File: src/rtl/aes_job_arbiter_if.sv
// Bundle of requester, response, AES-core and status signals for the AES job arbiter.
// The arbiter takes the slave view; requesters, consumer and core model take the master view.
interface aes_job_arbiter_if;
    logic         req0_valid;
    logic         req0_ready;
    logic [127:0] req0_data;
    logic [127:0] req0_key;

    logic         req1_valid;
    logic         req1_ready;
    logic [127:0] req1_data;
    logic [127:0] req1_key;

    logic         rsp_valid;
    logic         rsp_ready;
    logic         rsp_id;
    logic [127:0] rsp_data;
    logic         rsp_err;

    logic         core_en;
    logic [127:0] core_data_in;
    logic [127:0] core_key_in;
    logic [127:0] core_data_out;
    logic         core_data_out_valid;

    logic         busy;

    modport master (
        output req0_valid, req0_data, req0_key,
        output req1_valid, req1_data, req1_key,
        output rsp_ready,
        output core_data_out, core_data_out_valid,
        input  req0_ready, req1_ready,
        input  rsp_valid, rsp_id, rsp_data, rsp_err,
        input  core_en, core_data_in, core_key_in,
        input  busy
    );

    modport slave (
        input  req0_valid, req0_data, req0_key,
        input  req1_valid, req1_data, req1_key,
        input  rsp_ready,
        input  core_data_out, core_data_out_valid,
        output req0_ready, req1_ready,
        output rsp_valid, rsp_id, rsp_data, rsp_err,
        output core_en, core_data_in, core_key_in,
        output busy
    );
endinterface

File: src/rtl/aes_job_arbiter.sv
// Two-requester round-robin front end that serialises AES jobs through a single core,
// with a run timeout, a held response and an idle gap between jobs.
module aes_job_arbiter #(
    parameter int TIMEOUT_CYCLES = 64,
    parameter int GAP_CYCLES     = 2
) (
    input  logic              AES_clk,
    input  logic              AES_rst_n,
    aes_job_arbiter_if.slave  bus
);

    localparam int CW = $clog2(TIMEOUT_CYCLES + 1);

    typedef enum logic [1:0] {
        IDLE,
        RUN,
        RESP,
        GAP
    } state_e;

    state_e        state_q, state_d;
    logic          last_grant_q, last_grant_d;
    logic          id_q, id_d;
    logic [127:0]  data_q, data_d;
    logic [127:0]  key_q, key_d;
    logic [127:0]  rsp_data_q, rsp_data_d;
    logic          rsp_err_q, rsp_err_d;
    logic          rsp_valid_q, rsp_valid_d;
    logic          core_en_q, core_en_d;
    logic          busy_q, busy_d;
    logic [CW-1:0] cnt_q, cnt_d;
    logic [3:0]    gap_q, gap_d;

    logic grant_valid;
    logic grant_id;

    // Round-robin pick; only meaningful in IDLE, so ready stays low everywhere else.
    always_comb begin
        grant_valid = 1'b0;
        grant_id    = 1'b0;
        if (state_q == IDLE) begin
            if (bus.req0_valid && bus.req1_valid) begin
                grant_valid = 1'b1;
                grant_id    = ~last_grant_q;
            end else if (bus.req0_valid) begin
                grant_valid = 1'b1;
                grant_id    = 1'b0;
            end else if (bus.req1_valid) begin
                grant_valid = 1'b1;
                grant_id    = 1'b1;
            end
        end
    end

    assign bus.req0_ready = grant_valid && !grant_id;
    assign bus.req1_ready = grant_valid &&  grant_id;

    // NOTE: every _d starts from its _q so no path leaves a variable unassigned (no latches).
    always_comb begin
        state_d      = state_q;
        last_grant_d = last_grant_q;
        id_d         = id_q;
        data_d       = data_q;
        key_d        = key_q;
        rsp_data_d   = rsp_data_q;
        rsp_err_d    = rsp_err_q;
        cnt_d        = cnt_q;
        gap_d        = gap_q;

        case (state_q)
            IDLE: begin
                if (grant_valid) begin
                    id_d         = grant_id;
                    last_grant_d = grant_id;
                    data_d       = grant_id ? bus.req1_data : bus.req0_data;
                    key_d        = grant_id ? bus.req1_key  : bus.req0_key;
                    cnt_d        = '0;
                    state_d      = RUN;
                end
            end
            RUN: begin
                // A result arriving on the last allowed cycle still beats the timeout.
                if (bus.core_data_out_valid) begin
                    rsp_data_d = bus.core_data_out;
                    rsp_err_d  = 1'b0;
                    state_d    = RESP;
                end else if (cnt_q == CW'(TIMEOUT_CYCLES - 1)) begin
                    rsp_data_d = '0;
                    rsp_err_d  = 1'b1;
                    state_d    = RESP;
                end else begin
                    cnt_d = cnt_q + CW'(1);
                end
            end
            RESP: begin
                if (bus.rsp_ready) begin
                    gap_d   = 4'(GAP_CYCLES - 1);
                    state_d = GAP;
                end
            end
            GAP: begin
                if (gap_q == 4'd0) begin
                    state_d = IDLE;
                end else begin
                    gap_d = gap_q - 4'd1;
                end
            end
            default: state_d = IDLE;
        endcase

        // Outputs decoded from the next state so they come straight off flops.
        core_en_d   = (state_d == RUN);
        rsp_valid_d = (state_d == RESP);
        busy_d      = (state_d != IDLE);
    end

    // NOTE: sequential state uses non-blocking assignments so all flops update together.
    always_ff @(posedge AES_clk or negedge AES_rst_n) begin
        if (!AES_rst_n) begin
            state_q      <= IDLE;
            last_grant_q <= 1'b1;
            id_q         <= 1'b0;
            data_q       <= '0;
            key_q        <= '0;
            rsp_data_q   <= '0;
            rsp_err_q    <= 1'b0;
            rsp_valid_q  <= 1'b0;
            core_en_q    <= 1'b0;
            busy_q       <= 1'b0;
            cnt_q        <= '0;
            gap_q        <= '0;
        end else begin
            state_q      <= state_d;
            last_grant_q <= last_grant_d;
            id_q         <= id_d;
            data_q       <= data_d;
            key_q        <= key_d;
            rsp_data_q   <= rsp_data_d;
            rsp_err_q    <= rsp_err_d;
            rsp_valid_q  <= rsp_valid_d;
            core_en_q    <= core_en_d;
            busy_q       <= busy_d;
            cnt_q        <= cnt_d;
            gap_q        <= gap_d;
        end
    end

    assign bus.core_en      = core_en_q;
    assign bus.core_data_in = data_q;
    assign bus.core_key_in  = key_q;
    assign bus.rsp_valid    = rsp_valid_q;
    assign bus.rsp_id       = id_q;
    assign bus.rsp_data     = rsp_data_q;
    assign bus.rsp_err      = rsp_err_q;
    assign bus.busy         = busy_q;

endmodule

File: src/flat_wrapper.sv
// flat-port wrapper written by rule: the top's interface ports become plain ports
module aes_job_arbiter_flat 
#(
    parameter int TIMEOUT_CYCLES = 64,
    parameter int GAP_CYCLES     = 2
)
  (AES_clk, AES_rst_n, bus_req0_valid, bus_req0_data, bus_req0_key, bus_req1_valid, bus_req1_data, bus_req1_key, bus_rsp_ready, bus_core_data_out, bus_core_data_out_valid, bus_req0_ready, bus_req1_ready, bus_rsp_valid, bus_rsp_id, bus_rsp_data, bus_rsp_err, bus_core_en, bus_core_data_in, bus_core_key_in, bus_busy);
  aes_job_arbiter_if bus_i ();
  input  logic AES_clk;
  input  logic AES_rst_n;
  input wire logic [$bits(bus_i.req0_valid)-1:0] bus_req0_valid;
  input wire logic [$bits(bus_i.req0_data)-1:0] bus_req0_data;
  input wire logic [$bits(bus_i.req0_key)-1:0] bus_req0_key;
  input wire logic [$bits(bus_i.req1_valid)-1:0] bus_req1_valid;
  input wire logic [$bits(bus_i.req1_data)-1:0] bus_req1_data;
  input wire logic [$bits(bus_i.req1_key)-1:0] bus_req1_key;
  input wire logic [$bits(bus_i.rsp_ready)-1:0] bus_rsp_ready;
  input wire logic [$bits(bus_i.core_data_out)-1:0] bus_core_data_out;
  input wire logic [$bits(bus_i.core_data_out_valid)-1:0] bus_core_data_out_valid;
  output wire logic [$bits(bus_i.req0_ready)-1:0] bus_req0_ready;
  output wire logic [$bits(bus_i.req1_ready)-1:0] bus_req1_ready;
  output wire logic [$bits(bus_i.rsp_valid)-1:0] bus_rsp_valid;
  output wire logic [$bits(bus_i.rsp_id)-1:0] bus_rsp_id;
  output wire logic [$bits(bus_i.rsp_data)-1:0] bus_rsp_data;
  output wire logic [$bits(bus_i.rsp_err)-1:0] bus_rsp_err;
  output wire logic [$bits(bus_i.core_en)-1:0] bus_core_en;
  output wire logic [$bits(bus_i.core_data_in)-1:0] bus_core_data_in;
  output wire logic [$bits(bus_i.core_key_in)-1:0] bus_core_key_in;
  output wire logic [$bits(bus_i.busy)-1:0] bus_busy;
  assign bus_i.req0_valid = bus_req0_valid;
  assign bus_i.req0_data = bus_req0_data;
  assign bus_i.req0_key = bus_req0_key;
  assign bus_i.req1_valid = bus_req1_valid;
  assign bus_i.req1_data = bus_req1_data;
  assign bus_i.req1_key = bus_req1_key;
  assign bus_i.rsp_ready = bus_rsp_ready;
  assign bus_i.core_data_out = bus_core_data_out;
  assign bus_i.core_data_out_valid = bus_core_data_out_valid;
  assign bus_req0_ready = bus_i.req0_ready;
  assign bus_req1_ready = bus_i.req1_ready;
  assign bus_rsp_valid = bus_i.rsp_valid;
  assign bus_rsp_id = bus_i.rsp_id;
  assign bus_rsp_data = bus_i.rsp_data;
  assign bus_rsp_err = bus_i.rsp_err;
  assign bus_core_en = bus_i.core_en;
  assign bus_core_data_in = bus_i.core_data_in;
  assign bus_core_key_in = bus_i.core_key_in;
  assign bus_busy = bus_i.busy;
  aes_job_arbiter #(.TIMEOUT_CYCLES(TIMEOUT_CYCLES), .GAP_CYCLES(GAP_CYCLES)) u_core (.AES_clk(AES_clk), .AES_rst_n(AES_rst_n), .bus(bus_i));
endmodule
File: config.mk
export PLATFORM = sky130hd
export DESIGN_NAME = aes_job_arbiter_flat
export DESIGN_NICKNAME = d
export VERILOG_FILES = /design/src/rtl/aes_job_arbiter_if.sv /design/src/rtl/aes_job_arbiter.sv /design/src/flat_wrapper.sv
export SDC_FILE = /design/constraint.sdc
export NUM_CORES = 1
export LEC_CHECK = 0
export ABC_AREA = 1
export CORE_AREA = 2 2 402 404
export CTS_CLUSTER_DIAMETER = 200
export DETAILED_ROUTE_END_ITERATION = 12
export DIE_AREA = 0 0 404 406
export GPL_ROUTABILITY_DRIVEN = 0
export PLACE_DENSITY = 0.4
export SLEW_MARGIN = 20
export SYNTH_ARGS = -nofsm -noshare
export SYNTH_HDL_FRONTEND = slang
export SYNTH_SLANG_ARGS = --single-unit
File: constraint.sdc
create_clock -name AES_clk -period 2.2 [get_ports AES_clk]
set_clock_uncertainty 0.1 [all_clocks]
set_input_delay 0.66 -clock AES_clk [delete_from_list [all_inputs] [get_ports AES_clk]]
set_output_delay 0.66 -clock AES_clk [all_outputs]
set_load 0.03 [all_outputs]
Word-level counts from Yosys, hierarchy flattened
Cells that the tools add are included.

Add/subtract/negate cells: 2. $mul: 0. Divide/modulo/power cells: 0. $lt $le $gt $ge: 0. Eq/ne operators: 11. Shifts and indexed selects: 0. Multiplexer cells: 26. Bitwise gates (word level): 1. Reduce and logical (&&, ||, !) cells: 14.

Operators by type and width (number): $mux 128 (4); $mux 7 (3); $pmux 7 s2 (1); $mux 2 (5); $mux 1 (9); $mux 4 (2); $ne 2x2->1 const B (4); $pmux 2 s4 (1); $pmux 4 s2 (1); $reduce_bool 2->1 (4); $add 7x1->7 const B (1); $eq 7x6->1 const B (1); $eq 2x2->1 const B (3); $eq 2x1->1 const B (2); $logic_not 4->1 (1); $reduce_and 2->1 (2); $reduce_and 4->1 (1); $sub 4x1->4 const B (1); $logic_and 1x1->1 (3); $reduce_and 3->1 (1); $logic_not 2->1 (1); $ne 2x1->1 const B (1); $logic_not 1->1 (1); $not 1->1 (1).

Register bits: 403. Latch bits: 0. Memory bits (writable): 0. Memory bits (read-only): 0. Bits of input ports: 646. Word-level logic and storage cells: 66. Memories: 0.

Depth between registers and ports, before layout
Word-level depth: 7. Gate-level depth with buffers: 9. Gate-level depth less buffers: 8.

Worst setup path after synthesis
Ideal clock, no wire load.

Kind: input to output. Start point: in bus_req0_valid. End point: out bus_req1_ready. Arrival: 1.406 ns. Path slack: 0.034 ns. Stages: 4. Buffers on the path: 1. Path through: nand2_1 nand2_1 nor2_4 buf_1.

Cells in the longest elaborated chain, start to end: 4. Elaborated cells on any way between the ends: 8.

RTL lines: start: declaration (line flat_wrapper.sv:11) `input wire logic [$bits(bus_i.req0_valid)-1:0] bus_req0_valid;`; $mux 1 or $logic_and 1x1->1 (tied branches) (line aes_job_arbiter.sv:45, aes_job_arbiter.sv:42); $mux 1 (line aes_job_arbiter.sv:42) `if (bus.req0_valid && bus.req1_valid) begin`; $mux 1 (line aes_job_arbiter.sv:41) `if (state_q == IDLE) begin`; $logic_and 1x1->1 (*) (line aes_job_arbiter.sv:56) `assign bus.req1_ready = grant_valid && grant_id;`; end: declaration (line flat_wrapper.sv:21) `output wire logic [$bits(bus_i.req1_ready)-1:0] bus_req1_ready;`.

Mark *: on every way between the ends. The rest lies on a longest branch, timed or not.

Final worst setup path
Start point: reg u_core.state_q[1]. End point: out bus_req0_ready.

Cells in the longest elaborated chain, start to end: 4. Elaborated cells on any way between the ends: 5.

RTL lines: start: declaration (line aes_job_arbiter.sv:21) `state_e state_q, state_d;`; start signal: assignment (line aes_job_arbiter.sv:133) `state_q <= state_d;`; $logic_not 2->1 (*) (line aes_job_arbiter.sv:41); $mux 1 (line aes_job_arbiter.sv:41); $logic_not 1->1 (line aes_job_arbiter.sv:55) `assign bus.req0_ready = grant_valid && !grant_id;`; $logic_and 1x1->1 (*) (line aes_job_arbiter.sv:55); end: declaration (line flat_wrapper.sv:20) `output wire logic [$bits(bus_i.req0_ready)-1:0] bus_req0_ready;`.

Marks and branches as above.

==> qor.txt <==
PnR worst setup slack: -0.417 ns
H-tree Lvls: 2
GRT Total Usage: 0.126
Critical Path Sink Type: output pin
Final hold vios: 0
Yosys warning total: 0
Layout Utilization: 0.205
Reg-to-reg setup timing slack: 0.15 ns
Kind of critical path: flip-flop to output pin
CP peak stage delay: 0.43 ns
Slowest CP cell: dfrtp_2
Drt first pass iters: 5
Rows: 147
DR vias: 18500
Initial antenna violation count: 38
Drt via density: 3.49
Max-Cap Viols: 0
Synthesized area: 17000 sq um
Hold Path Class: flip-flop to flip-flop
Starting Density: 0.106
Share of cells above drive strength 1: 0.169
Largest net degree at the start of global routing: 65
Critical Path, Cell by Cell: nor2_4 -> buf_12 -> inv_6 -> nor2_4 -> nor2_4 -> buf_12 -> buf_12
Synth area leaders: dfrtp_1, nand2_1, nand3_1
Final Routed Wirelength: 107000 um
Routed wl met2: 53900 um
Final Non-Filler Cells: 5308
Pins Over Slew Limit: 0
Max Used Layer: met5
Layout Nets: 3823
Tmin final: 2.62 ns
Root Buffer: clkbuf_16
Failing checks: setup timing
First-pass GRT wire length: 148000 um
Top cell type's share of synthesized area: 0.592
# setup viols final: 2
Post-DP HPWL: 86900 um
EDFF count, synth: 0
Gr ovfl total: 0
Worst setup SP type: flip-flop
Syn Inst Count: 2045
Slew HR: 0.716
Die height: 406 um
P per Cell Area: 1460 nW/um^2
Detailed Route Iter0 Violations: 1200
Worst-margin pin slew: 0.426 ns
Syn_area_per_cell: 8.31 sq um
Fin crit share: 1.19
Clk Latency, worst-skew pair: 0.62 ns
CTS tree: done
Data arrival, critical path: 1.86 ns
Distinct cell type count after synthesis: 23
Syn nets: 2694
VDD IR max: 0.000605 V
Largest fanout on the critical path: 4
Synth async-reset ratio: 1.00
Register area share after synthesis: 0.593
Core Region: 160000 sq um
Unrepaired setup endpoints after global routing: yes
Fmax: 382 MHz
Pleak: 14.6 nW
Most common cell after layout, fill and taps aside: nand2_1
Met3 wire length: 7950 um
Wire length on met1: 42700 um
Area growth from synthesis to layout: 92.9%
Crit path required time: 1.44 ns
Post-synth top flop: dfrtp_1
Most frequent cells in the layout: nand2_1, clkdlybuf4s50_1, nand3_1
Bufs on Longest Clock Path: 3
Synth Register Bits: 403
Status: finished, violations left
Vias in the first global route: 19000
Port buffer count: 1036
Post-DRT Antenna Nets: 0
Die area: 164000 sq um
# clock sinks: 403
Die W: 404 um
Area leader, netlist: dfrtp_1
DRC: 0
Clk slew on worst S/H paths: 0.06 ns
CTS Buf Count: 54
Placed cell count: 5200
Routed len/inst: 20.2 um
# IOs: 1037
==> state kept, by name (all words and copies together) (netlist names) <==
register	cells
u_core.bus.core_data_in	128
u_core.bus.core_key_in	128
u_core.bus.rsp_data	128
u_core.cnt_q	7
u_core.gap_q	4
u_core.state_q	2
u_core.bus.busy	1
u_core.bus.core_en	1
u_core.bus.rsp_err	1
u_core.bus.rsp_id	1
u_core.bus.rsp_valid	1
u_core.last_grant_q	1
==> metal layers <==
layer	GRT usage	vias up
li1	-	8767
met1	0.149	8902
met2	0.224	708
met3	0.0333	158
met4	0.0285	4
met5	0	-
==> area by class of cell <==
cell class	instances	area, sq um
fill	17800	127000
timing repair buffer	1200	11900
sequential	403	10100
multi-input combinational	1494	6230
tap	2086	2610
clock buffer	83	1640
clock inverter	15	190
inverter	21	85.1
antenna	6	15.0
==> power breakdown <==
group / switching [mW] / total [mW] / internal (mW)
combinational: 16.0 / 25.1 / 9.16
sequential: 2.32 / 13.4 / 11.1
clock: 3.74 / 9.31 / 5.57
total: 22.0 / 47.9 / 25.9
==> kinds of logic after synthesis <==
logic type      after synthesis  synth area share
fa+ha+maj                     3           0.00221
simple gates               1474             0.357
compound gates               17           0.00552
buf+inv                     148            0.0419
flops                       403             0.593
==> critical path, delay by kind of cell, from the launching register on <==
kind	cells	cell delay (ns)
buffers and inverters	4	0.44
flip-flops	1	0.43
AND/OR/NAND/NOR	3	0.33
==> cell usage after synthesis (2+ instances only) <==
master and n:
nor2_1 5, o21ai_0 10, nor2_2 2, inv_2 3, o21bai_1 2, or2_2 2, o21ai_1 2, inv_1 18
nand3_1 400, nand2_1 1060, buf_2 110, ha_1 3, clkbuf_1 11, buf_4 5, a21oi_1 2, nor2_4 2
dfrtp_1 402
==> final timing paths <==
| check | startpoint | endpoint | depth (start not counted) |
|---|---|---|---|
| max in group asynchronous | AES_rst_n | u_core.bus.core_data_in[116] | 4 |
| min reg2reg | u_core.gap_q[1] | u_core.gap_q[1] | 2 |
| max reg2reg | u_core.state_q[1] | u_core.bus.core_data_in[4] | 10 |
| max | u_core.state_q[1] | bus_req0_ready | 7 |
| min | u_core.gap_q[1] | u_core.gap_q[1] | 2 |
| min in group asynchronous | AES_rst_n | u_core.bus.rsp_data[6] | 2 |
==> metrics by stage <==
stage	power [mW]	cell area (sq um)	hold slack (ns)	setup TNS, ns	setup WS (ns)
2_1_floorplan	26.6	17000	0.264	0	0.0338
3_3_place_gp	40.5	31000	0.374	-162.56	-0.755
3_5_place_dp	40.5	31000	0.373	-161.80	-0.773
4_1_cts	48.9	32900	0.334	-1.02	-0.522
5_1_grt	50.9	32800	0.350	-1.01	-0.516
6_report	47.9	32800	0.386	-0.808	-0.417
==> timing repair <==
action                                   CTS  global route
endpoints found under the setup margin   392            52
buffers inserted                           3             0
pin swaps                                  3             0
hold buffers                               1             0
hold endpoints to repair                  12             0
gates resized for setup                 1016            53
(Power assumes the default switching activity.)
